**config.mk**
```make
export PLATFORM = sky130hd
export DESIGN_NAME = light_phase_monitor
export DESIGN_NICKNAME = d
export VERILOG_FILES = /design/src/rtl/light_phase_monitor.sv
export SDC_FILE = /design/constraint.sdc
export NUM_CORES = 1
export LEC_CHECK = 0
export CAP_MARGIN = 10
export CELL_PAD_IN_SITES_DETAIL_PLACEMENT = 1
export CELL_PAD_IN_SITES_GLOBAL_PLACEMENT = 1
export CORE_MARGIN = 4
export CORE_UTILIZATION = 33
export DETAILED_ROUTE_END_ITERATION = 12
export GPL_TIMING_DRIVEN = 1
export HOLD_SLACK_MARGIN = 0.02
export PLACE_DENSITY_LB_ADDON = 0.3
export SETUP_SLACK_MARGIN = 0.02
export SYNTH_ARGS = -nofsm -noshare
export SYNTH_HDL_FRONTEND = slang
export SYNTH_SLANG_ARGS = --single-unit
```
**constraint.sdc**
```tcl
create_clock -name clk -period 4.05 [get_ports clk]
set_clock_uncertainty 0.1 [all_clocks]
set_input_delay 0.6075 -clock clk [delete_from_list [all_inputs] [get_ports clk]]
set_output_delay 0.6075 -clock clk [all_outputs]
set_load 0.01 [all_outputs]
```
**src/rtl/light_phase_monitor.sv**
```systemverilog
// Receive-side checker for the traffic-light LED interface.
// Measures each colour phase in ticks and flags illegal order or duration.
module light_phase_monitor #(
    parameter int CNT_W = 8,
    parameter int TOL   = 0,
    parameter int ERR_W = 8
) (
    input  logic             clk,
    input  logic             rst,
    input  logic             tick,
    input  logic [1:0]       led,
    input  logic [11:0]      exp_time,
    input  logic             check_en,
    input  logic             clr_err,
    output logic [CNT_W-1:0] phase_time,
    output logic [CNT_W-1:0] last_dur,
    output logic             phase_done,
    output logic             seq_err,
    output logic             time_err,
    output logic [ERR_W-1:0] err_cnt
);

    localparam logic [1:0] RED    = 2'b00;
    localparam logic [1:0] YELLOW = 2'b01;
    localparam logic [1:0] GREEN  = 2'b10;
    localparam logic [1:0] OFF    = 2'b11;
    localparam int         SUM_W  = ERR_W + 1;
    localparam logic [CNT_W-1:0] TOL_C = CNT_W'(TOL);

    logic [1:0]       led_q;
    logic             valid;
    logic             change;
    logic             legal;
    logic             seq_hit;
    logic             time_hit;
    logic [CNT_W-1:0] expected;
    logic [CNT_W-1:0] diff;
    logic [1:0]       inc;
    logic [SUM_W-1:0] err_sum;

    always_comb begin
        change = (led != led_q);
        legal  = (led == OFF) || (led_q == OFF)
              || (led_q == GREEN  && led == YELLOW)
              || (led_q == YELLOW && led == RED)
              || (led_q == RED    && led == GREEN);
        expected = '0;
        case (led_q)
            RED:     expected = CNT_W'(exp_time[11:8]);
            GREEN:   expected = CNT_W'(exp_time[7:4]);
            YELLOW:  expected = CNT_W'(exp_time[3:0]);
            default: expected = '0;
        endcase
        diff = (phase_time >= expected) ? phase_time - expected
                                        : expected - phase_time;
        seq_hit  = change && check_en && !legal;
        // The ending phase is only judged when it was entered from a colour.
        time_hit = change && check_en && valid && (led_q != OFF)
                && (diff > TOL_C);
        inc     = {1'b0, seq_hit} + {1'b0, time_hit};
        err_sum = {1'b0, err_cnt} + SUM_W'(inc);
    end

    always_ff @(posedge clk or negedge rst) begin
        if (!rst) begin
            led_q      <= OFF;
            valid      <= 1'b0;
            phase_time <= '0;
            last_dur   <= '0;
            phase_done <= 1'b0;
            seq_err    <= 1'b0;
            time_err   <= 1'b0;
            err_cnt    <= '0;
        end else begin
            phase_done <= change;
            seq_err    <= seq_hit;
            time_err   <= time_hit;
            if (change) begin
                led_q      <= led;
                last_dur   <= phase_time;
                phase_time <= CNT_W'(tick);
                valid      <= (led != OFF) && (led_q != OFF);
            end else if (tick && (phase_time != '1)) begin
                phase_time <= phase_time + 1'b1;
            end
            if (clr_err)
                err_cnt <= '0;
            else if (err_sum[ERR_W])
                err_cnt <= '1;
            else
                err_cnt <= err_sum[ERR_W-1:0];
        end
    end

endmodule

```
### Word level (Yosys, flattened, before mapping)

Cells that the tools add are included.

* register bits: 30
* output and inout port bits: 27
* bits of input ports: 19

* reduce and logical (&&, ||, !) cells: 18
* equal/unequal tests: 10
* order comparisons: 2
* add/subtract/negate cells: 5
* mux-type cells: 6

Operators with widths (number)
* 8-bit 2-to-1 mux: 5
* 8-bit subtractor: 2
* 4-bit case mux with 3 select lines: 1
* 1-bit logical AND: 10
* 8-bit by 2-bit adder with 9-bit output: 1
* 8-bit by 1-bit adder with 8-bit output (second input constant): 1
* 2-bit == test (second input constant): 4
* 8-bit >= comparator: 1
* 8-bit by 1-bit > comparator with 1-bit output (second input constant): 1
* 8-bit != test (second input constant): 1
* 2-bit by 1-bit == test with 1-bit output (second input constant): 2
* 2-bit logical NOT: 2
* 1-bit logical OR: 4
* 2-bit != test (second input constant): 2
* 1-bit by 1-bit adder with 2-bit output: 1
* 2-bit != test: 1
* 2-bit nonzero test: 1
* 1-bit logical NOT: 1

### Depth between registers and ports, before layout

Gate-level depths: netlist (run 1).

* depth after elaboration: 11
* mapped depth: 18

### Worst setup path before layout (run 1)

No wires, ideal clock.

* path type: reg-to-reg
* start point: reg led_q[1]
* end point: reg err_cnt[0]
* data required time: 3871 ps
* stages on the path, launching flop included: 19
* path slack: -277 ps
* buffers on the path: 1
* data arrival time: 4148 ps
* path through: dfstp_2 clkbuf_1 mux2i_1 nor2_1 a21oi_1 inv_1 ha_1 nand4_1 and2b_2 a21o_1 a221oi_1 xnor2_1 a211o_1 fa_1 inv_1 ha_1 and4_1 nand4_1 a21oi_1

* longest elaborated chain between the ends: 11

RTL lines
* from (decl): RTL line 30 `logic [1:0] led_q;`
* from (signal assigned): RTL line 79 `led_q <= led;`
* branches (longest 7 deep; another with 8-bit subtractor)
* 1-bit by 1-bit adder with 2-bit output (*): RTL line 60 `inc = {1'b0, seq_hit} + {1'b0, time_hit};`
* 8-bit by 2-bit adder with 9-bit output (*): RTL line 61 `err_sum = {1'b0, err_cnt} + SUM_W'(inc);`
* 8-bit 2-to-1 mux (*): RTL line 88 `else if (err_sum[ERR_W])`
* 8-bit 2-to-1 mux (*): RTL line 86 `if (clr_err)`
* to (signal assigned): RTL line 91 `err_cnt <= err_sum[ERR_W-1:0];`
* to (decl): RTL line 20 `output logic [ERR_W-1:0] err_cnt`

Mark *: on every way between the ends.
A chain may end at the register's enable or synchronous reset.

### Final worst setup path (run 1)

* start point: in exp_time[4]
* end point: reg err_cnt[4]

* longest elaborated chain between the ends: 9

RTL lines
* from (decl): RTL line 12 `input logic [11:0] exp_time,`
* 4-bit case mux with 3 select lines (*): RTL line 48 `case (led_q)`
* 8-bit subtractor (tied with other cells): RTL line 55 `: expected - phase_time;`
* 8-bit 2-to-1 mux (*): RTL line 54 `diff = (phase_time >= expected) ? phase_time - expected`
* 8-bit by 1-bit > comparator with 1-bit output (*): RTL line 59 `&& (diff > TOL_C);`
* 1-bit logical AND (*): RTL line 59
* 1-bit by 1-bit adder with 2-bit output (*): RTL line 60
* 8-bit by 2-bit adder with 9-bit output (*): RTL line 61
* 8-bit 2-to-1 mux (*): RTL line 88
* 8-bit 2-to-1 mux (*): RTL line 86

Every way passes the cells marked *; elsewhere a longest branch is shown, timed or not.

==> impl_metrics.env, run 1 <==
export IMPL_std_cell_rows=26
export IMPL_slew_headroom_pct=51.6
export IMPL_drive_gt1_share_pct=24.9
export IMPL_n_antenna_cell=0
export IMPL_initialDrtViolationCount=63
export IMPL_die_w_um=81.4
export IMPL_synth_seq_cells=30
export IMPL_grt_setup_unrepaired="yes"
export IMPL_r2r_setup_slack_ns=0.04
export IMPL_cap_violations=0
export IMPL_setup_viol=0
export IMPL_start_util_pct=34.4
export IMPL_pwr_density_cell_nw_per_um2=307
export IMPL_synthTopCellsByCount="28 x dfrtp_1, 25 x nand2_1, 19 x a21oi_1, 19 x inv_1, 15 x nor2_1"
export IMPL_drt_first_pass_iters=4
export IMPL_hold_buffers=0
export IMPL_clk_latency_ns=0.29
export IMPL_total_leakage_power_nw=1.19
export IMPL_ant_nets=0
export IMPL_grt_pass1_vias=1746
export IMPL_worst_pin_slew_ns=0.722
export IMPL_syn_avg_cell_area_um2=9.08
export IMPL_ir_worst_vdd_mv=0.139
export IMPL_finalPower_mw=0.834
export IMPL_grt_max_degree=31
export IMPL_cp_required_ns=4.16
export IMPL_grt_usage_pct=16.9
export IMPL_crit_arrival_ns=4.15
export IMPL_synth_cell_area_um2=1780
export IMPL_status="finished clean"
export IMPL_finalCritPeriodShare_pct=99.7
export IMPL_yosysMostFrequentCell="dfrtp_1"
export IMPL_synthFlopType="dfrtp_1"
export IMPL_wire_per_inst_um=15.4
export IMPL_timing_fmax_mhz=248
export IMPL_synth_fp_nets=226
export IMPL_numPortBuffers=45
export IMPL_multi_input_area_um2=1060
export IMPL_fin_util_pct=52.5
export IMPL_hpwl_mm=3.83
export IMPL_grt_pass1_wl_mm=8.56
export IMPL_min_path_type="reg2reg"
export IMPL_grt_ovfl_total=0
export IMPL_cp_max_fo=6
export IMPL_core_region_area_um2=5170
export IMPL_die_y_um=81.4
export IMPL_cp_end_kind="register"
export IMPL_path_class="in2reg"
export IMPL_worstSetupStartpointType="primary input"
export IMPL_boundaryPins=46
export IMPL_clk_pin_slew_ns=0.07
export IMPL_fillCellCount=582
export IMPL_synth_cell_type_count=43
export IMPL_syn_inst=196
export IMPL_antenna_found_initial=0
export IMPL_cts_buffers=5
export IMPL_cts_path_max_buffers=2
export IMPL_drc=0
export IMPL_final_nets=294
export IMPL_dieArea_um2=6630
export IMPL_vias_per_cell=4.98
export IMPL_cts_sinks=30
export IMPL_hold_ws_ns=0.366
export IMPL_async_reset_ff_share_pct=100
export IMPL_cts_root_buffer_cell="clkbuf_8"
export IMPL_finalCriticalPeriod_ns=4.04
export IMPL_synth_area_leader_cell="dfrtp_1"
export IMPL_wl_mm=5.17
export IMPL_netlist_top_cells_area="dfrtp_1 39%, ha_1 7.0%, a21oi_1 5.3%"
export IMPL_cts_tree="yes"
export IMPL_synth_edf_count=0
export IMPL_vias=1668
export IMPL_ys_seq_area_share_pct=42.3
export IMPL_cts_htree_levels=2
export IMPL_hold_violations=0
export IMPL_synth_top_area_share_pct=39.4
export IMPL_finalWeightedCongestion=0.819
export IMPL_slew_viol_final=0
export IMPL_syn2layout_area_growth_pct=52.7
export IMPL_synth_warnings=0
export IMPL_seq_area_um2=753
path summary, 6_finish.rpt:
path,endpoint,cells after the start,startpoint
worst max-delay path,err_cnt[4],20,exp_time[4]
worst min-delay path,last_dur[4],2,last_dur[4]
worst max register to register,err_cnt[4],19,led_q[1]
worst min register to register,last_dur[4],2,last_dur[4]
max in group asynchronous,led_q[0],2,rst
min in group asynchronous,last_dur[3],2,rst
power by group:
part           switching (mW)  internal (mW)
clock network           0.115          0.171
logic                   0.111          0.113
registers              0.0108          0.313
logic make-up (layout without fill, tap and decap cells):
family / count (synthesis) / after routing / synth area share [%]
buf+inv: 28 / 97 / 6.33
xor+xnor: 11 / 11 / 5.41
mux: 6 / 6 / 3.66
flops: 30 / 30 / 42.3
simple gates: 67 / 67 / 19.2
fa+ha+maj: 11 / 11 / 8.16
compound gates: 43 / 43 / 14.9
timing repair:
action | in CTS | in global routing
setup endpoints to repair | 8 | 8
gates resized for setup | 16 | 10
buffers inserted | 2 | 2
pin swaps | 5 | 1
endpoints found under the hold margin | 0 | 0
flip-flops by register name, summed over array words and instances, names as in the netlist:
register and count:
seq_err 1, valid 1, led_q 2, time_err 1, err_cnt 8, phase_time 8, phase_done 1, last_dur 8
metal layers:
metal / vias up / GRT usage [%] / share of wire [%]
li1: 808 / - / -
met1: 818 / 22.1 / 45
met2: 33 / 27.4 / 49
met3: 9 / 3.73 / 4.0
met4: 0 / 5.74 / 2.0
met5: - / 0 / 0
worst max-delay path, cell delays in order:
cell and delay (ns):
clkdlybuf4s50_1 0.40, mux2i_1 0.15, nor2_1 0.07, a21oi_2 0.12
inv_1 0.06, ha_1 0.29, nand4_1 0.12, buf_4 0.13
nand3b_4 0.09, buf_4 0.16, a311oi_2 0.32, a2111oi_4 0.09
a211o_1 0.32, fa_2 0.36, inv_2 0.07, ha_4 0.12
and4_4 0.25, nand4_1 0.12, buf_6 0.17, a21oi_1 0.12
cell type report:
cell class / instances / area share, %
repair buffers: 70 / 23.5
flip-flops and latches: 30 / 27.7
clock buffers: 8 / 4.05
multi-input cells: 138 / 38.9
well taps: 70 / 3.22
inverters: 19 / 2.62
metrics by stage:
step	setup slack (ns)	setup TNS, ns	cell area (um2)	std cells
2_1_floorplan	0.0334	0	1830	196
3_3_place_gp	-0.374	-2.82	2480	323
3_5_place_dp	-0.487	-3.55	2480	323
4_1_cts	0.000257	0	2670	333
5_1_grt	-0.185	-1.32	2720	335
6_report	0.0131	0	2720	335
cells in the final DEF (no fill, tap or decap), types with 5 or more instances in the layout:
| master | synthesis | layout |
|---|---|---|
| nand4_1 | 6 | 6 |
| ha_1 | 10 | 6 |
| nand2_1 | 25 | 25 |
| dfrtp_1 | 28 | 28 |
| a21oi_1 | 19 | 10 |
| xor2_1 | 6 | 6 |
| o21ai_0 | 6 | 5 |
| a31oi_1 | 5 | 5 |
| clkdlybuf4s50_1 | 0 | 43 |
| xnor2_1 | 5 | 5 |
| mux2i_1 | 5 | 5 |
| nor3_1 | 5 | 5 |
| buf_4 | 0 | 24 |
| inv_1 | 19 | 17 |
| clkbuf_8 | 0 | 8 |
| a21oi_2 | 0 | 8 |
| nor2_1 | 15 | 14 |
No activity file was read; power rests on OpenSTA's default activity.
==> inputs of run 2 (changes only) <==
- GPL_TIMING_DRIVEN: 1 -> unset
- SETUP_SLACK_MARGIN: 0.02 -> 0.5
==> run 2 against run 1 <==
  * The run now ends with setup timing left
  * Clock power shrank 13%
  * Core utilization shrank 0.77 points
  * Flip-flop and latch count is the same
  * Hold slack gained 0.0058 ns
  * Routed wire length shrank 3.4%
  * Non-clock buffer count grew 1
==> impl_metrics.env, run 2 (same netlist as run 1, synthesis figures left out) <==
export IMPL_wire_per_inst_um=14.9
export IMPL_clkPwrFrac_pct=31.6
export IMPL_startpoint="exp_time[6]"
export IMPL_path_cells="clkdlybuf4s50_1 > mux2i_1 > nor2_1 > a21oi_2 > inv_2 > ha_4 > nand4_1 > buf_4 > nand3b_4 > mux2_4 > o21ai_2 > a2111oi_2 > a211o_1 > fa_2 > buf_4 > nor2b_2 > nand4_1 > buf_4 > buf_4 > xor2_1 > a21oi_1"
export IMPL_use_met1_pct=21.0
export IMPL_finalWeightedCongestion=0.782
export IMPL_drive_gt1_share_pct=24.4
export IMPL_grt_pass1_wl_mm=8.25
export IMPL_multi_input_area_um2=1020
export IMPL_hold_violations=0
export IMPL_initialDrtViolationCount=29
export IMPL_pwr_density_cell_nw_per_um2=294
export IMPL_die_y_um=81.4
export IMPL_cts_htree_levels=2
export IMPL_antenna_found_initial=0
export IMPL_finalCriticalPeriod_ns=4.15
export IMPL_cp_required_ns=4.10
export IMPL_place_area_um2=2470
export IMPL_use_met2_pct=26.8
export IMPL_status="complete, but fails checks"
export IMPL_cts_buffers=5
export IMPL_ant_nets=0
export IMPL_worstReg2RegStart="led_q[0]"
export IMPL_cts_sinks=30
export IMPL_finalPower_mw=0.787
export IMPL_wl_mm=4.99
export IMPL_finalCritPeriodShare_pct=103
export IMPL_n_antenna_cell=0
export IMPL_r2r_setup_slack_ns=-0.06
export IMPL_core_region_area_um2=5170
export IMPL_setup_slack_ns=-0.105
export IMPL_violations="setup timing"
export IMPL_top_usage_layer="met2"
export IMPL_crit_arrival_ns=4.21
export IMPL_min_path_type="reg2reg"
export IMPL_final_cell_mix="43 x clkdlybuf4s50_1, 28 x dfrtp_1, 25 x nand2_1, 25 x buf_4, 16 x inv_1"
export IMPL_met3_usage_pct=4.82
export IMPL_worstSetupStartpointType="primary input"
export IMPL_syn2layout_area_growth_pct=50.5
export IMPL_grt_ovfl_total=0
export IMPL_cap_violations=0
export IMPL_std_cell_rows=26
export IMPL_final_nets=295
export IMPL_dieArea_um2=6630
export IMPL_start_util_pct=34.4
export IMPL_max_stage_delay_ns=0.40
export IMPL_vias_per_cell=4.94
export IMPL_worst_pin_slew_ns=0.764
export IMPL_boundaryPins=46
export IMPL_cp_end_kind="register"
export IMPL_cp_max_fo=6
export IMPL_setup_worst_path_end="err_cnt[5]"
export IMPL_grt_setup_unrepaired="yes"
export IMPL_ir_worst_vdd_mv=0.156
export IMPL_total_leakage_power_nw=1.19
export IMPL_grt_usage_pct=16.3
export IMPL_drt_first_pass_iters=4
export IMPL_cts_path_max_buffers=2
export IMPL_fillCellCount=595
export IMPL_rr_worst_depth=20
export IMPL_vias=1659
export IMPL_swShare_pct=28.7
export IMPL_slew_viol_final=0
export IMPL_path_class="in2reg"
export IMPL_setup_viol=8
export IMPL_clk_latency_ns=0.28
export IMPL_post_place_ws_ns=-0.508
export IMPL_clk_pin_slew_ns=0.06
export IMPL_numPortBuffers=45
export IMPL_slew_headroom_pct=48.8
export IMPL_cts_root_buffer_cell="clkbuf_8"
export IMPL_internal_power_mw=0.561
export IMPL_p_sw_mw=0.226
export IMPL_p_comb_share_pct=27.3
export IMPL_cts_tree="yes"
export IMPL_die_w_um=81.4
export IMPL_final_cell_area_um2=2680
export IMPL_cp_common_cell="buf_4"
export IMPL_layout_commonest_cell="clkdlybuf4s50_1"
export IMPL_drc=0
export IMPL_hpwl_mm=3.70
export IMPL_grt_max_degree=31
export IMPL_timing_fmax_mhz=241
export IMPL_seq_power_share_pct=41.1
export IMPL_grt_pass1_vias=1726
export IMPL_seq_area_um2=753
export IMPL_slowest_stage="clkdlybuf4s50_1"
export IMPL_r2r_end="err_cnt[5]"
export IMPL_reg_largest_list="err_cnt (8), last_dur (8), phase_time (8)"
-- run 2: critical path: cells and delay by family --
kind                     cells  cell delay, ns
buffers and inverters        6            1.06
AO/OA/AOI/OAI                5            0.76
adder cells (fa/ha/maj)      2            0.67
AND/OR/NAND/NOR              5            0.51
multiplexers                 2            0.46
XOR/XNOR                     1            0.14
-- run 2: repair_timing --
item / 4_1_cts / 5_1_grt
pin swaps: 10 / 7
hold buffers: 0 / 0
setup endpoints to repair: 8 / 8
resized for setup: 9 / 10
buffers inserted: 2 / 5
-- run 2: power groups by stage --
stage                     Clock (mW)  Sequential [mW]  Combinational [mW]
final                          0.249            0.324               0.215
after floorplan                    0            0.331               0.106
after global placement             0            0.329               0.193
after detailed placement           0            0.329               0.198
after CTS                      0.260            0.324               0.207
after global routing           0.275            0.326               0.237
-- run 2: area by class of cell --
type,count,area share (%)
well taps,70,3.27
clock buffers,7,3.22
flip-flops and latches,30,28.1
repair buffers,71,24.4
multi-input cells,138,38.1
inverters,19,2.66
clock inverters,1,0.187
-- run 2: how the worst min path moves through the flow --
stage                           start     endpoint  slack, ns  cells after the start
after floorplan                   rst   err_cnt[0]       0.21                      0
after global placement    last_dur[6]  last_dur[6]       0.36                      2
after detailed placement  last_dur[5]  last_dur[5]       0.36                      2
after CTS                 last_dur[5]  last_dur[5]       0.38                      2
after global routing      last_dur[7]  last_dur[7]       0.41                      2
final                     last_dur[6]  last_dur[6]       0.37                      2
-- run 2: per-stage QoR --
stage / cells / util [%] / TNS [ns] / hold slack [ns]
after floorplan: 196 / - / 0 / 0.212
after global placement: 321 / 47.8 / -2.89 / 0.359
after detailed placement: 321 / 47.8 / -3.96 / 0.364
after CTS: 331 / 50.4 / -0.102 / 0.379
after global routing: 336 / 51.8 / -2.12 / 0.409
final: 336 / 51.8 / -0.486 / 0.371
-- run 2: metal layers --
layer,up-vias,share of wire [%]
li1,811,-
met1,808,44
met2,34,50
met3,6,5.0
met4,0,0.96
met5,-,0
==> inputs of run 3 (changes only) <==
- CORE_UTILIZATION: 33 -> 42
- DONT_BUFFER_PORTS: unset -> 1
==> run 3 against run 2 <==
  * Via count shrank 6.6%
  * Worst setup slack gained 0.0025 ns
  * Highest routed layer unchanged
  * Maximum frequency is essentially flat
  * Die area shrank 19%
  * Sequential power grew 2%
  * The flow still finishes with violations (setup timing)
  * Final area shrank 17%
  * Total power shrank 4.2%
  * Critical path depth shrank 2
  * Register-to-register slack lost 0.04 ns
==> impl_metrics.env, run 3 (same netlist as run 1, synthesis figures left out) <==
export IMPL_grt_ovfl_total=0
export IMPL_grt_pass1_vias=1711
export IMPL_setup_slack_ns=-0.102
export IMPL_ir_worst_vdd_mv=0.175
export IMPL_vias_per_cell=5.80
export IMPL_cp_required_ns=4.16
export IMPL_drc=0
export IMPL_drive_gt1_share_pct=30.4
export IMPL_die_y_um=73.1
export IMPL_std_cell_rows=23
export IMPL_finalWeightedCongestion=0.900
export IMPL_seq_area_um2=753
export IMPL_dieArea_um2=5340
export IMPL_status="complete, but fails checks"
export IMPL_slew_headroom_pct=46.6
export IMPL_p_comb_share_pct=22.3
export IMPL_start_util_pct=43.8
export IMPL_core_region_area_um2=4060
export IMPL_finalCritPeriodShare_pct=103
export IMPL_reg_largest_list="err_cnt (8), last_dur (8), phase_time (8)"
export IMPL_clk_latency_ns=0.28
export IMPL_ant_nets=0
export IMPL_hpwl_mm=3.79
export IMPL_cts_tree="yes"
export IMPL_wire_per_inst_um=20.4
export IMPL_clkPwrFrac_pct=33.8
export IMPL_grt_pass1_wl_mm=8.76
export IMPL_cts_root_buffer_cell="clkbuf_8"
export IMPL_vias=1549
export IMPL_hold_violations=0
export IMPL_slowest_stage="dfstp_2"
export IMPL_cts_sinks=30
export IMPL_hold_ws_ns=0.0404
export IMPL_n_antenna_cell=0
export IMPL_internal_power_mw=0.525
export IMPL_final_nets=246
export IMPL_setup_viol=7
export IMPL_pwr_density_cell_nw_per_um2=340
export IMPL_post_place_ws_ns=-0.201
export IMPL_worst_pin_slew_ns=0.798
export IMPL_crit_arrival_ns=4.26
export IMPL_cp_max_fo=5
export IMPL_wl_mm=5.43
export IMPL_worstSetupStartpointType="register"
export IMPL_rr_worst_depth=19
export IMPL_boundaryPins=46
export IMPL_swShare_pct=30.4
export IMPL_drt_first_pass_iters=4
export IMPL_path_cells="mux2i_1 > nor2_1 > a21oi_2 > inv_2 > ha_4 > nand4_1 > buf_4 > nand3b_4 > mux2_4 > o21ai_2 > a2111oi_2 > a211o_1 > fa_2 > inv_2 > ha_4 > and4_4 > nand4_1 > buf_6 > a21oi_4"
export IMPL_grt_setup_unrepaired="yes"
export IMPL_cp_end_kind="register"
export IMPL_cts_htree_levels=2
export IMPL_grt_usage_pct=21.4
export IMPL_final_cell_mix="28 x dfrtp_1, 25 x nand2_1, 19 x buf_4, 16 x inv_1, 14 x nor2_1"
export IMPL_path_class="reg2reg"
export IMPL_multi_input_area_um2=1050
export IMPL_slew_viol_final=0
export IMPL_clk_pin_slew_ns=0.07
export IMPL_min_path_type="in2async"
export IMPL_timing_fmax_mhz=241
export IMPL_total_leakage_power_nw=0.993
export IMPL_syn2layout_area_growth_pct=24.8
export IMPL_max_stage_delay_ns=0.60
export IMPL_layout_commonest_cell="dfrtp_1"
export IMPL_die_w_um=73.1
export IMPL_cts_buffers=5
export IMPL_numPortBuffers=0
export IMPL_finalCriticalPeriod_ns=4.15
export IMPL_violations="setup timing"
export IMPL_cap_violations=0
export IMPL_initialDrtViolationCount=78
export IMPL_grt_max_degree=29
export IMPL_antenna_found_initial=0
export IMPL_seq_power_share_pct=43.9
export IMPL_cts_path_max_buffers=2
export IMPL_p_sw_mw=0.229
export IMPL_fillCellCount=465
-- run 3: cell count changes in the layout (fill, tap and decap cells not counted), moves of 2 or more --
cell / delta
buf_4: -6
a21oi_2: +3
dlymetal6s2s_1: -2
a21oi_1: -4
clkdlybuf4s50_1: -43
-- run 3: repair_timing --
item	CTS	global route
hold endpoints to repair	28	0
buffers inserted	11	0
setup endpoints to repair	8	8
gates cloned	0	0
pin swaps	7	3
hold buffers	1	0
gates resized for setup	17	7
-- run 3: worst max-delay path, delay by kind of cell, from the launching register on --
kind	cells	cell delay (ns)
AND/OR/NAND/NOR	5	0.71
flip-flops	1	0.60
multiplexers	2	0.54
AO/OA/AOI/OAI	5	0.84
buffers and inverters	4	0.50
adder cells (fa/ha/maj)	3	0.77
-- run 3: through the flow --
stage / total power [mW] / util, % / cells / instance area, um2 / setup TNS (ns)
6_report: 0.754 / 54.7 / 267 / 2220 / -0.550
5_1_grt: 0.792 / 54.7 / 267 / 2220 / -2.41
4_1_cts: 0.749 / 54.0 / 267 / 2190 / 0
3_5_place_dp: 0.474 / 47.5 / 247 / 1930 / -1.13
3_3_place_gp: 0.462 / 47.5 / 247 / 1930 / 0
2_1_floorplan: 0.437 / - / 196 / 1840 / 0
-- run 3: final timing paths --
path                             start       endpoint  slack (ns)
max                           led_q[1]     err_cnt[1]       -0.10
min                                rst          valid        0.04
max reg2reg                   led_q[1]     err_cnt[1]       -0.10
min reg2reg                last_dur[6]    last_dur[6]        0.45
max in group asynchronous          rst  phase_time[0]        3.64
min in group clk                led[0]       led_q[0]        0.22
-- run 3: area by class of cell --
cell class | count | area share [%]
clock buffer | 6 | 3.72
clock inverter | 2 | 0.564
inverter | 19 | 3.21
tap | 50 | 2.82
multi-input combinational | 138 | 47.4
timing repair buffer | 22 | 8.34
sequential | 30 | 33.9
-- run 3: power by group through the flow --
stage | Clock (mW) | Combinational (mW) | Sequential, mW
after floorplan | 0 | 0.106 | 0.331
after global placement | 0 | 0.126 | 0.336
after detailed placement | 0 | 0.137 | 0.337
after CTS | 0.256 | 0.162 | 0.331
after global routing | 0.274 | 0.186 | 0.333
final | 0.255 | 0.168 | 0.331
-- run 3: layer usage --
layer	vias to the layer above	GRT usage [%]	wire (um)
met2	44	38.3	2890
li1	714	-	-
met1	784	24.8	2180
met3	7	5.92	295
met4	0	5.53	72
met5	-	0	0
